[config.mk]
export PLATFORM = sky130hd
export DESIGN_NAME = seq_gen
export DESIGN_NICKNAME = d
export VERILOG_FILES = /design/src/rtl/seq_pkg.sv /design/src/rtl/seq_gen.sv
export SDC_FILE = /design/constraint.sdc
export NUM_CORES = 1
export LEC_CHECK = 0
export BUFFER_PORTS_ARGS = -buffer_cell sky130_fd_sc_hd__buf_2
export CAP_MARGIN = 25
export CORE_ASPECT_RATIO = 1.5
export CORE_MARGIN = 3
export CORE_UTILIZATION = 54
export CTS_BUF_LIST = sky130_fd_sc_hd__clkbuf_16
export DETAILED_ROUTE_END_ITERATION = 7
export PLACE_DENSITY = 0.76
export SLEW_MARGIN = 20
export SYNTH_ARGS = -nofsm -noshare
export SYNTH_HDL_FRONTEND = slang
export SYNTH_SLANG_ARGS = --single-unit
[constraint.sdc]
create_clock -name clk -period 6.45 [get_ports clk]
set_clock_uncertainty 0.1 [all_clocks]
set_input_delay 0.3225 -clock clk [delete_from_list [all_inputs] [get_ports clk]]
set_output_delay 0.3225 -clock clk [all_outputs]
set_load 0.01 [all_outputs]
[src/rtl/seq_pkg.sv]
// -----------------------------------------------------------------------------
// seq_pkg
// Definitions shared by the serial pattern generator (seq_gen) and the
// sequence detector that it drives in loopback.
//   state_t   : IDLE / SEND / GAP state encoding
//   MAX_LEN   : longest supported pattern, in bits
//   LEN_W     : width of a sequence-length field
//   len_legal : 1 when a requested length lies in 1..max_len
// -----------------------------------------------------------------------------
package seq_pkg;

    localparam int MAX_LEN = 8;
    localparam int LEN_W   = 5;

    typedef enum logic [1:0] {
        IDLE = 2'd0,
        SEND = 2'd1,
        GAP  = 2'd2
    } state_t;

    function automatic logic len_legal(input int unsigned len,
                                       input int unsigned max_len = MAX_LEN);
        return (len != 0) && (len <= max_len);
    endfunction

endpackage

[src/rtl/seq_gen.sv]
// -----------------------------------------------------------------------------
// seq_gen
// Programmable bit-serial pattern generator. On start it captures a pattern
// of seq_len bits and shifts it out MSB-first (pattern[seq_len-1] first),
// one bit per enabled cycle, for repeat_cnt+1 frames with gap_len idle
// cycles between frames. Every output is registered.
//
// Ports
//   clk         system clock
//   rst_n       synchronous active-low reset
//   ena         global enable; 0 freezes all state
//   start       begin a transfer (only looked at in IDLE)
//   abort       drop an in-progress transfer, no done pulse
//   pattern     pattern bits, right-aligned
//   seq_len     number of pattern bits (1..MAX_LEN)
//   repeat_cnt  extra frames after the first
//   gap_len     idle cycles between frames
//   data_out    serial bit, forced to 0 when data_valid is 0
//   data_valid  data_out carries a pattern bit
//   frame_start marks the first bit of every frame
//   busy        transfer in progress
//   done        one-cycle pulse after the last bit of the last frame
//   err         sticky: the most recent start had an illegal seq_len
// -----------------------------------------------------------------------------
module seq_gen #(
    parameter int MAX_LEN = 8,
    parameter int LEN_W   = 5,
    parameter int REP_W   = 4,
    parameter int GAP_W   = 4
) (
    input  logic               clk,
    input  logic               rst_n,
    input  logic               ena,
    input  logic               start,
    input  logic               abort,
    input  logic [MAX_LEN-1:0] pattern,
    input  logic [LEN_W-1:0]   seq_len,
    input  logic [REP_W-1:0]   repeat_cnt,
    input  logic [GAP_W-1:0]   gap_len,
    output logic               data_out,
    output logic               data_valid,
    output logic               frame_start,
    output logic               busy,
    output logic               done,
    output logic               err
);
    import seq_pkg::*;

    // control state
    state_t             r_state;
    logic [LEN_W-1:0]   r_bit_idx;
    logic [REP_W-1:0]   r_reps;
    logic [GAP_W-1:0]   r_gap_cnt;
    logic               r_fin;
    logic               r_err;

    // registered outputs
    logic               r_dout;
    logic               r_dv;
    logic               r_fs;
    logic               r_busy;
    logic               r_done;

    // shadow copies of the job parameters, captured on an accepted start
    logic [MAX_LEN-1:0] r_pattern;
    logic [LEN_W-1:0]   r_len;
    logic [GAP_W-1:0]   r_gap;

    // next-state values
    state_t             w_state_nxt;
    logic [LEN_W-1:0]   w_bit_idx_nxt;
    logic [REP_W-1:0]   w_reps_nxt;
    logic [GAP_W-1:0]   w_gap_cnt_nxt;
    logic               w_fin_nxt;
    logic               w_err_nxt;
    logic               w_dout_nxt;
    logic               w_dv_nxt;
    logic               w_fs_nxt;
    logic               w_busy_nxt;
    logic               w_done_nxt;
    logic               w_load;
    logic               w_cur_bit;
    logic [LEN_W-1:0]   w_last_idx;

    // Bit selected by r_bit_idx; mask-and-reduce keeps the index width free
    // of the pattern width.
    assign w_cur_bit  = |(r_pattern & (MAX_LEN'(1) << r_bit_idx));
    assign w_last_idx = r_len - LEN_W'(1);

    // Outputs are a one-cycle registered image of the state being processed,
    // so busy/data_valid appear the cycle after the corresponding edge.
    always_comb begin
        w_state_nxt   = r_state;
        w_bit_idx_nxt = r_bit_idx;
        w_reps_nxt    = r_reps;
        w_gap_cnt_nxt = r_gap_cnt;
        w_fin_nxt     = r_fin;
        w_err_nxt     = r_err;
        w_dout_nxt    = 1'b0;
        w_dv_nxt      = 1'b0;
        w_fs_nxt      = 1'b0;
        w_busy_nxt    = (r_state != IDLE);
        w_done_nxt    = 1'b0;
        w_load        = 1'b0;

        if (ena) begin
            // r_fin marks "last bit just went out"; done follows it by one
            // enabled cycle so it lands after busy has dropped.
            w_fin_nxt  = 1'b0;
            w_done_nxt = r_fin;

            case (r_state)
                IDLE: begin
                    if (start) begin
                        if (len_legal(32'(seq_len), MAX_LEN)) begin
                            w_err_nxt     = 1'b0;
                            w_load        = 1'b1;
                            w_bit_idx_nxt = seq_len - LEN_W'(1);
                            w_reps_nxt    = repeat_cnt;
                            w_state_nxt   = SEND;
                        end else begin
                            w_err_nxt = 1'b1;
                        end
                    end
                end

                SEND: begin
                    if (abort) begin
                        w_state_nxt = IDLE;
                        w_busy_nxt  = 1'b0;
                    end else begin
                        w_dout_nxt = w_cur_bit;
                        w_dv_nxt   = 1'b1;
                        w_fs_nxt   = (r_bit_idx == w_last_idx);
                        if (r_bit_idx != '0) begin
                            w_bit_idx_nxt = r_bit_idx - LEN_W'(1);
                        end else if (r_reps == '0) begin
                            w_state_nxt = IDLE;
                            w_fin_nxt   = 1'b1;
                        end else begin
                            // Reload now; the index simply holds through GAP.
                            w_reps_nxt    = r_reps - REP_W'(1);
                            w_bit_idx_nxt = w_last_idx;
                            if (r_gap != '0) begin
                                w_state_nxt   = GAP;
                                w_gap_cnt_nxt = r_gap - GAP_W'(1);
                            end
                        end
                    end
                end

                GAP: begin
                    if (abort) begin
                        w_state_nxt = IDLE;
                        w_busy_nxt  = 1'b0;
                    end else if (r_gap_cnt == '0) begin
                        w_state_nxt = SEND;
                    end else begin
                        w_gap_cnt_nxt = r_gap_cnt - GAP_W'(1);
                    end
                end

                default: begin
                    w_state_nxt = IDLE;
                end
            endcase
        end
    end

    always_ff @(posedge clk) begin
        if (!rst_n) begin
            r_state   <= IDLE;
            r_bit_idx <= '0;
            r_reps    <= '0;
            r_gap_cnt <= '0;
            r_fin     <= 1'b0;
            r_err     <= 1'b0;
            r_dout    <= 1'b0;
            r_dv      <= 1'b0;
            r_fs      <= 1'b0;
            r_busy    <= 1'b0;
            r_done    <= 1'b0;
        end else begin
            r_state   <= w_state_nxt;
            r_bit_idx <= w_bit_idx_nxt;
            r_reps    <= w_reps_nxt;
            r_gap_cnt <= w_gap_cnt_nxt;
            r_fin     <= w_fin_nxt;
            r_err     <= w_err_nxt;
            r_dout    <= w_dout_nxt;
            r_dv      <= w_dv_nxt;
            r_fs      <= w_fs_nxt;
            r_busy    <= w_busy_nxt;
            r_done    <= w_done_nxt;
        end
    end

    // Shadow registers are pure data: only an accepted start writes them,
    // so they need no reset.
    always_ff @(posedge clk) begin
        if (w_load) begin
            r_pattern <= pattern;
            r_len     <= seq_len;
            r_gap     <= gap_len;
        end
    end

    assign data_out    = r_dout;
    assign data_valid  = r_dv;
    assign frame_start = r_fs;
    assign busy        = r_busy;
    assign done        = r_done;
    assign err         = r_err;

endmodule

==> results of run 1 <==
[synthesized netlist by cell type, types with 3 or more instances]
| library cell | instances | area, um^2 |
|---|---|---|
| clkbuf_1 | 5 | 18.8 |
| xnor2_1 | 7 | 61.3 |
| ha_1 | 10 | 125 |
| dfxtp_1 | 22 | 440 |
| edfxtp_1 | 17 | 510 |
| inv_1 | 19 | 71.3 |
| o211ai_1 | 3 | 22.5 |
| nand3b_1 | 3 | 22.5 |
| nand3_1 | 4 | 20.0 |
| nor3_1 | 10 | 50.1 |
| a21oi_1 | 15 | 75.1 |
| nor4_1 | 4 | 25.0 |
| xor2_1 | 5 | 43.8 |
| a2111oi_0 | 3 | 26.3 |
| o21ai_0 | 11 | 55.1 |
| nor3b_1 | 3 | 22.5 |
| o31ai_1 | 3 | 22.5 |
| nand2_1 | 7 | 26.3 |
| mux2i_1 | 5 | 50.1 |
| nor2_1 | 12 | 45.0 |
| nor2b_1 | 5 | 31.3 |
[per-layer routing]
metal / share of wire, % / vias to the layer above / track usage, %
li1: - / 863 / -
met1: 41 / 810 / 24.3
met2: 52 / 68 / 33.2
met3: 4.6 / 12 / 4.04
met4: 2.4 / 0 / 11.4
met5: 0 / - / 0
[cell families after synthesis]
kind of cell | share of synthesized area, %
AOI/OAI and AO/OA | 18.7
xor gates and xnor gates | 4.91
adders and majority gates | 5.84
buffers and inverters | 5.49
DFF | 44.4
muxes | 4.44
and+or+nand+nor | 16.2
[cell type report]
type	count	share of cell area (%)
clock buffers	5	5.08
clock inverters	3	0.964
inverters	19	2.89
multi-input cells	146	43.7
flip-flops and latches	39	38.6
well taps	43	2.18
repair buffers	32	6.60
[path summary, 6_finish.rpt]
kind	endpoint	cells past startpoint	slack [ps]	from
max	r_gap_cnt[3]	7	3940	r_bit_idx[0]
min	r_gap[0]	1	110	gap_len[0]
max reg2reg	r_gap_cnt[3]	7	3940	r_bit_idx[0]
min reg2reg	done	2	360	r_fin
[sequential cells by signal, summed over array words and instances (netlist names)]
name,flops
data_valid,1
r_fin,1
frame_start,1
err,1
r_state,2
r_pattern,8
done,1
r_gap_cnt,4
r_reps,4
busy,1
r_len,5
r_gap,4
r_bit_idx,5
data_out,1
[where the power goes]
part	switching, uW	internal [uW]
Clock	101	144
Combinational	42.8	29.8
Sequential	5.94	265
Total	149	439
[stage by stage]
| stage | utilization [%] | cells |
|---|---|---|
| after floorplan | - | 212 |
| after global placement | 61.8 | 279 |
| after detailed placement | 61.8 | 279 |
| after CTS | 65.7 | 287 |
| after global routing | 65.7 | 287 |
| final | 65.7 | 287 |
==> results.md, run 1 <==
* Slowest cell on the critical path: or4b_4
* # rows at 27
* Seq cells post-synth at 39
* Post-Syn Nets at ~250
* Tmin final at 2510 ps
* Final TNS setup at 0 ps
* WP buf/inv at 1
* Root buffer cell: clkbuf_16
* Crit start category: flip-flop
* Die area at 4770 um^2
* Layout cells sized above 1 at 20.5%
* Crit Path Category: reg -> reg
* Placer congestion estimate at 0.866
* DRT antenna net count at 0
* Number of fill cells in the layout at a little over 300
* Power per cell area at 239 nW/um^2
* DR vias/cell at 6.11
* Register area at 951 um^2
* Clock transition at path regs at 60 ps
* Worst path cell trace: inv_1, ha_1, or4b_4, o21ai_4, nand4b_4, or4b_1, a21oi_1
* Static Leak at 0.000946 uW
* Post-CTS sizing at 0
* Number of detailed-route iterations in the first pass at 4
* Number of synthesized flops with an enable pin at 17
* Global-route wire length before repair at roughly 7.7 mm
* Maximum buffer depth of the clock tree at 2
* Initial antenna violation count at 0
* Postcts setup bufs at 0
* ANT cells at 0
* Nets@finish at between 200 and 300
* Max Slew Vio Count at 0
* Die span in y at just over 80 um
* Max stage delay on crit path at 540 ps
* VDD IR max at 0.195 mV
* Worst-Margin Slew at 937 ps
* Worst min path class: in -> reg
* Setup-failing EPs final at 0
* Area growth from synthesis to layout at 15.1%
* CTS tree: yes
* Max-cap viol count at 0
* Max Fclk at ~400 MHz
* Post-DP HPWL at approximately 3.3 mm
* Share of the yosys chip area belonging to registers at between 40% and 50%
* Max Fanout on Critical Path at 7
* Vias in the first global route at ~1700
* Detailed-route wire length at 4.52 mm
* Global route overflow at 0
* Most common cell after layout, fill and taps aside: buf_2
* Largest net degree at the start of global routing at 19
* Wire per inst at 15.7 um
* Critical Path AT at 2620 ps
* DRC at 0
* IO buf count at 31
* Final hold violation count at 0
* Ys async rst share at 0%
* Via Count at 1753
* Core Footprint at between 3000 and 4000 um^2
* Synth Instances at roughly 210
* Cell variety after synth at 50
* Pre-CTS setup slack at a little under 4000 ps
* Finished Cell Area at 2460 um^2
* Main synth FF type: dfxtp_1
* Area after DPL at 2320 um^2
* Critical Path RT at 6560 ps
* Unrepaired setup endpoints after global routing: no
* Outcome: completed
* Total design power at 588 uW
* Multi-input logic area at 1080 um^2
* CP Capture Type: flip-flop
* H-tree depth at 2
* Synth warn at 0
* Initial core utilization at between 50% and 60%
* Worst-skew pair later-pin latency at between 200 and 300 ps
* Final Worst Setup Slack at between 3000 and 4000 ps
* Cts bufs inserted at 5
* IO Count at 32
* Period utilisation layout at about 39%
* CTS hold repair buffers at 0
* CP delay by family, top: simple AND/OR/NAND/NOR gates
* Most frequent cells in the layout: 31 x buf_2, 22 x dfxtp_1, 19 x inv_1, 17 x edfxtp_1, 15 x a21oi_1
* Starting DRC count in detailed routing at 79
* Post-Syn Area at 2140 um^2
* Post-Syn Area per Cell at 10.1 um^2
* Worst hold slack at 115 ps
* Die W at about 57 um
* Slew HR at 36.6%
* Clk sinks at 39
* Total Routing Usage GR at 20.4%
Power figures use the tool's default switching activity.
==> inputs of run 2 (changes only) <==
--- a/config.mk
+++ b/config.mk
@@ -5,6 +5,7 @@
 export SDC_FILE = /design/constraint.sdc
 export NUM_CORES = 1
 export LEC_CHECK = 0
+export ABC_AREA = 1
 export BUFFER_PORTS_ARGS = -buffer_cell sky130_fd_sc_hd__buf_2
 export CAP_MARGIN = 25
 export CORE_ASPECT_RATIO = 1.5
==> constraint.sdc (replaced) <==
create_clock -name clk -period 2.4 [get_ports clk]
set_clock_uncertainty 0.1 [all_clocks]
set_input_delay 0.12 -clock clk [delete_from_list [all_inputs] [get_ports clk]]
set_output_delay 0.12 -clock clk [all_outputs]
set_load 0.01 [all_outputs]
==> results.md, run 2 <==
* Post-Syn Nets at 333
* Maximum buffer depth of the clock tree at 2
* Post-synthesis xor/xnor area fraction at 3.88%
* Cts bufs inserted at 5
* Most frequent cells in the layout: 64 x nand2_1, 43 x nor2_1, 41 x inv_1, 31 x buf_2, 24 x nand3_1
* Post-synthesis mux area share at 0%
* Max Fanout on Critical Path at 6
* Share of the synthesized area in the top cell type at 22.6%
* Worst path cell trace: dlygate4sd3_1, buf_2, inv_1, ha_1, nand2_1, a21oi_1, nand2_1, nand2_1, nand3_1, a21oi_1, nor2_1
* IO Count at 32
* Post-DP HPWL at 3.58 mm
* Global route overflow at 0
* Wl on met1 at 2.12 mm
* Ys async rst share at 0%
* Most common cell after layout, fill and taps aside: nand2_1
* Synth top area cells: edfxtp_1 23%, dfxtp_1 19%, nand2_1 11%, nor2_1 7.1%, inv_1 6.6%
* Cell variety after synth at 29
* DR vias/cell at 5.07
* DRT antenna net count at 0
* Detailed-route wire length at 4.91 mm
* Final hold violation count at 0
* Crit Path Category: in -> reg
* H-tree depth at 2
* Post-Place Cells at 371
* Clk sinks at 39
* Setup-failing EPs final at 0
* Post-Syn Area at about 2300 um^2
* Register area at 951 um^2
* IO buf count at 31
* Placer congestion estimate at 0.808
* Max Slew Vio Count at 0
* Tmin final at 1910 ps
* Slew HR at 76.0%
* Main synth FF type: dfxtp_1
* Period utilisation layout at 79.7%
* Max FFs per register at 8
* ANT cells at 0
* Nets@finish at 386
* DR WL met3 at 185 um
* Slowest cell on the critical path: dlygate4sd3_1
* Starting DRC count in detailed routing at 55
* Post-CTS sizing at 0
* Final TNS setup at 0 ps
* Outcome: completed
* Clock transition at path regs at roughly 60 ps
* Post-Synth Adder-Cell Area at 5.54%
* CTS tree: yes
* Layout cells sized above 1 at 16.2%
* Final Worst Setup Slack at 486 ps
* Synth warn at 0
* Initial core utilization at 56.6%
* Unrepaired setup endpoints after global routing: no
* Max Fclk at 523 MHz
* Vias in the first global route at between 2000 and 2500
* Top cells by count, synth: 64 x nand2_1, 43 x nor2_1, 40 x inv_1
* Largest net degree at the start of global routing at 18
* Core Util, Final at between 60% and 70%
* Pre-CTS setup slack at ~580 ps
* Global-route wire length before repair at 8.44 mm
* Seq cells post-synth at 39
* Critical Path RT at 2480 ps
* Root buffer cell: clkbuf_16
* Post-synthesis compound-gate area fraction at 9.41%
* Die W at between 50 and 60 um
* Die span in y at 85.2 um
* Critical Path AT at 1990 ps
* Area leader, netlist: edfxtp_1
* Area growth from synthesis to layout at 22.8%
* Crit start category: input port
* Synth Area in Simple Gates at a little under a third
* Final Instance Count excl. Fillers at 396
* Biggest regs: r_pattern x8, r_bit_idx x5, r_len x5
* CP Capture Type: flip-flop
* Postcts setup bufs at 0
* Number of detailed-route iterations in the first pass at 5
* Worst hold slack at roughly 50 ps
* CTS hold repair buffers at 17
* Largest family of logic cells by synthesized area: simple AND/OR/NAND/NOR gates
* Power per cell area at 752 nW/um^2
* Top reg by flops: r_pattern
* Post-Syn Area per Cell at roughly 7.6 um^2
* Top Layer Used: met4
* Synth Instances at 297
* Initial antenna violation count at 0
* Via Count at 2007
* Static Leak at 0.00130 uW
* Worst-skew pair later-pin latency at 280 ps
* Worst-Margin Slew at 356 ps
* Cell with the most instances after synthesis: nand2_1
* Met2 WL at 2.51 mm
* # rows at 28
* DRC at 0
* Max stage delay on crit path at 530 ps
* Number of fill cells in the layout at 350
* Wire per inst at 12.4 um
* Total Routing Usage GR at 22.0%
* Number of synthesized flops with an enable pin at 17
* Multi-input logic area at 1120 um^2
* Worst min path class: in -> reg
* Most used cell, CP: nand2_1
* Max-cap viol count at 0
* VDD IR max at 0.594 mV
* Die area at 5010 um^2
* Share of the yosys chip area belonging to registers at between 40 and 50%
* Core Footprint at between 3000 and 4000 um^2
## run 2: changes by cell type in the layout (fill, tap and decap cells not counted), sizes merged, moves of 5 or more
cell         delta
nor2           +39
mux2i           -5
nand3          +22
inv            +23
nor3            -9
dlygate4sd3    +17
nand2          +61
nor2b           -5
o21ai          +10
## run 2: power breakdown
| part | total [uW] | internal [uW] | switching (uW) |
|---|---|---|---|
| clock | 612 | 373 | 239 |
| sequential | 801 | 749 | 51.9 |
| combinational | 674 | 255 | 419 |
## run 2: worst paths after layout
kind / slack, ps / to / cells past startpoint / startpoint
max: 490 / r_bit_idx[4] / 11 / seq_len[0]
min: 50 / done / 3 / ena
max reg2reg: 550 / r_gap_cnt[2] / 7 / r_state[0]
min reg2reg: 330 / done / 2 / r_fin
## run 2: layout make-up
type	count	area share (%)
Multi-Input combinational cell	210	40.3
Sequential cell	39	34.3
Timing Repair Buffer	52	12.8
Inverter	42	5.68
Clock buffer	5	4.51
Tap cell	45	2.03
Clock inverter	3	0.406
## run 2: cells by family after synthesis
family,count (synthesis)
fa+ha+maj,10
compound gates,39
buf+inv,48
xor+xnor,10
flops,39
simple gates,151
## run 2: worst max-delay path: cells and delay by family
family / cells / cell delay, ps
buffers and inverters: 3 / 730
AO/OA/AOI/OAI: 2 / 300
adder cells (fa/ha/maj): 1 / 210
AND/OR/NAND/NOR: 5 / 620
## run 2: metrics by stage
| stage | total power (uW) | cell area (um^2) |
|---|---|---|
| after floorplan | 1320 | 2260 |
| after global placement | 1440 | 2470 |
| after detailed placement | 1460 | 2470 |
| after CTS | 2090 | 2770 |
| after global routing | 2230 | 2770 |
| final | 2090 | 2770 |
## run 2: per-layer routing
layer	vias up	GRT usage (%)
met2	38	38.2
met5	-	0
met4	0	10.1
li1	1058	-
met1	902	24.9
met3	9	4.57
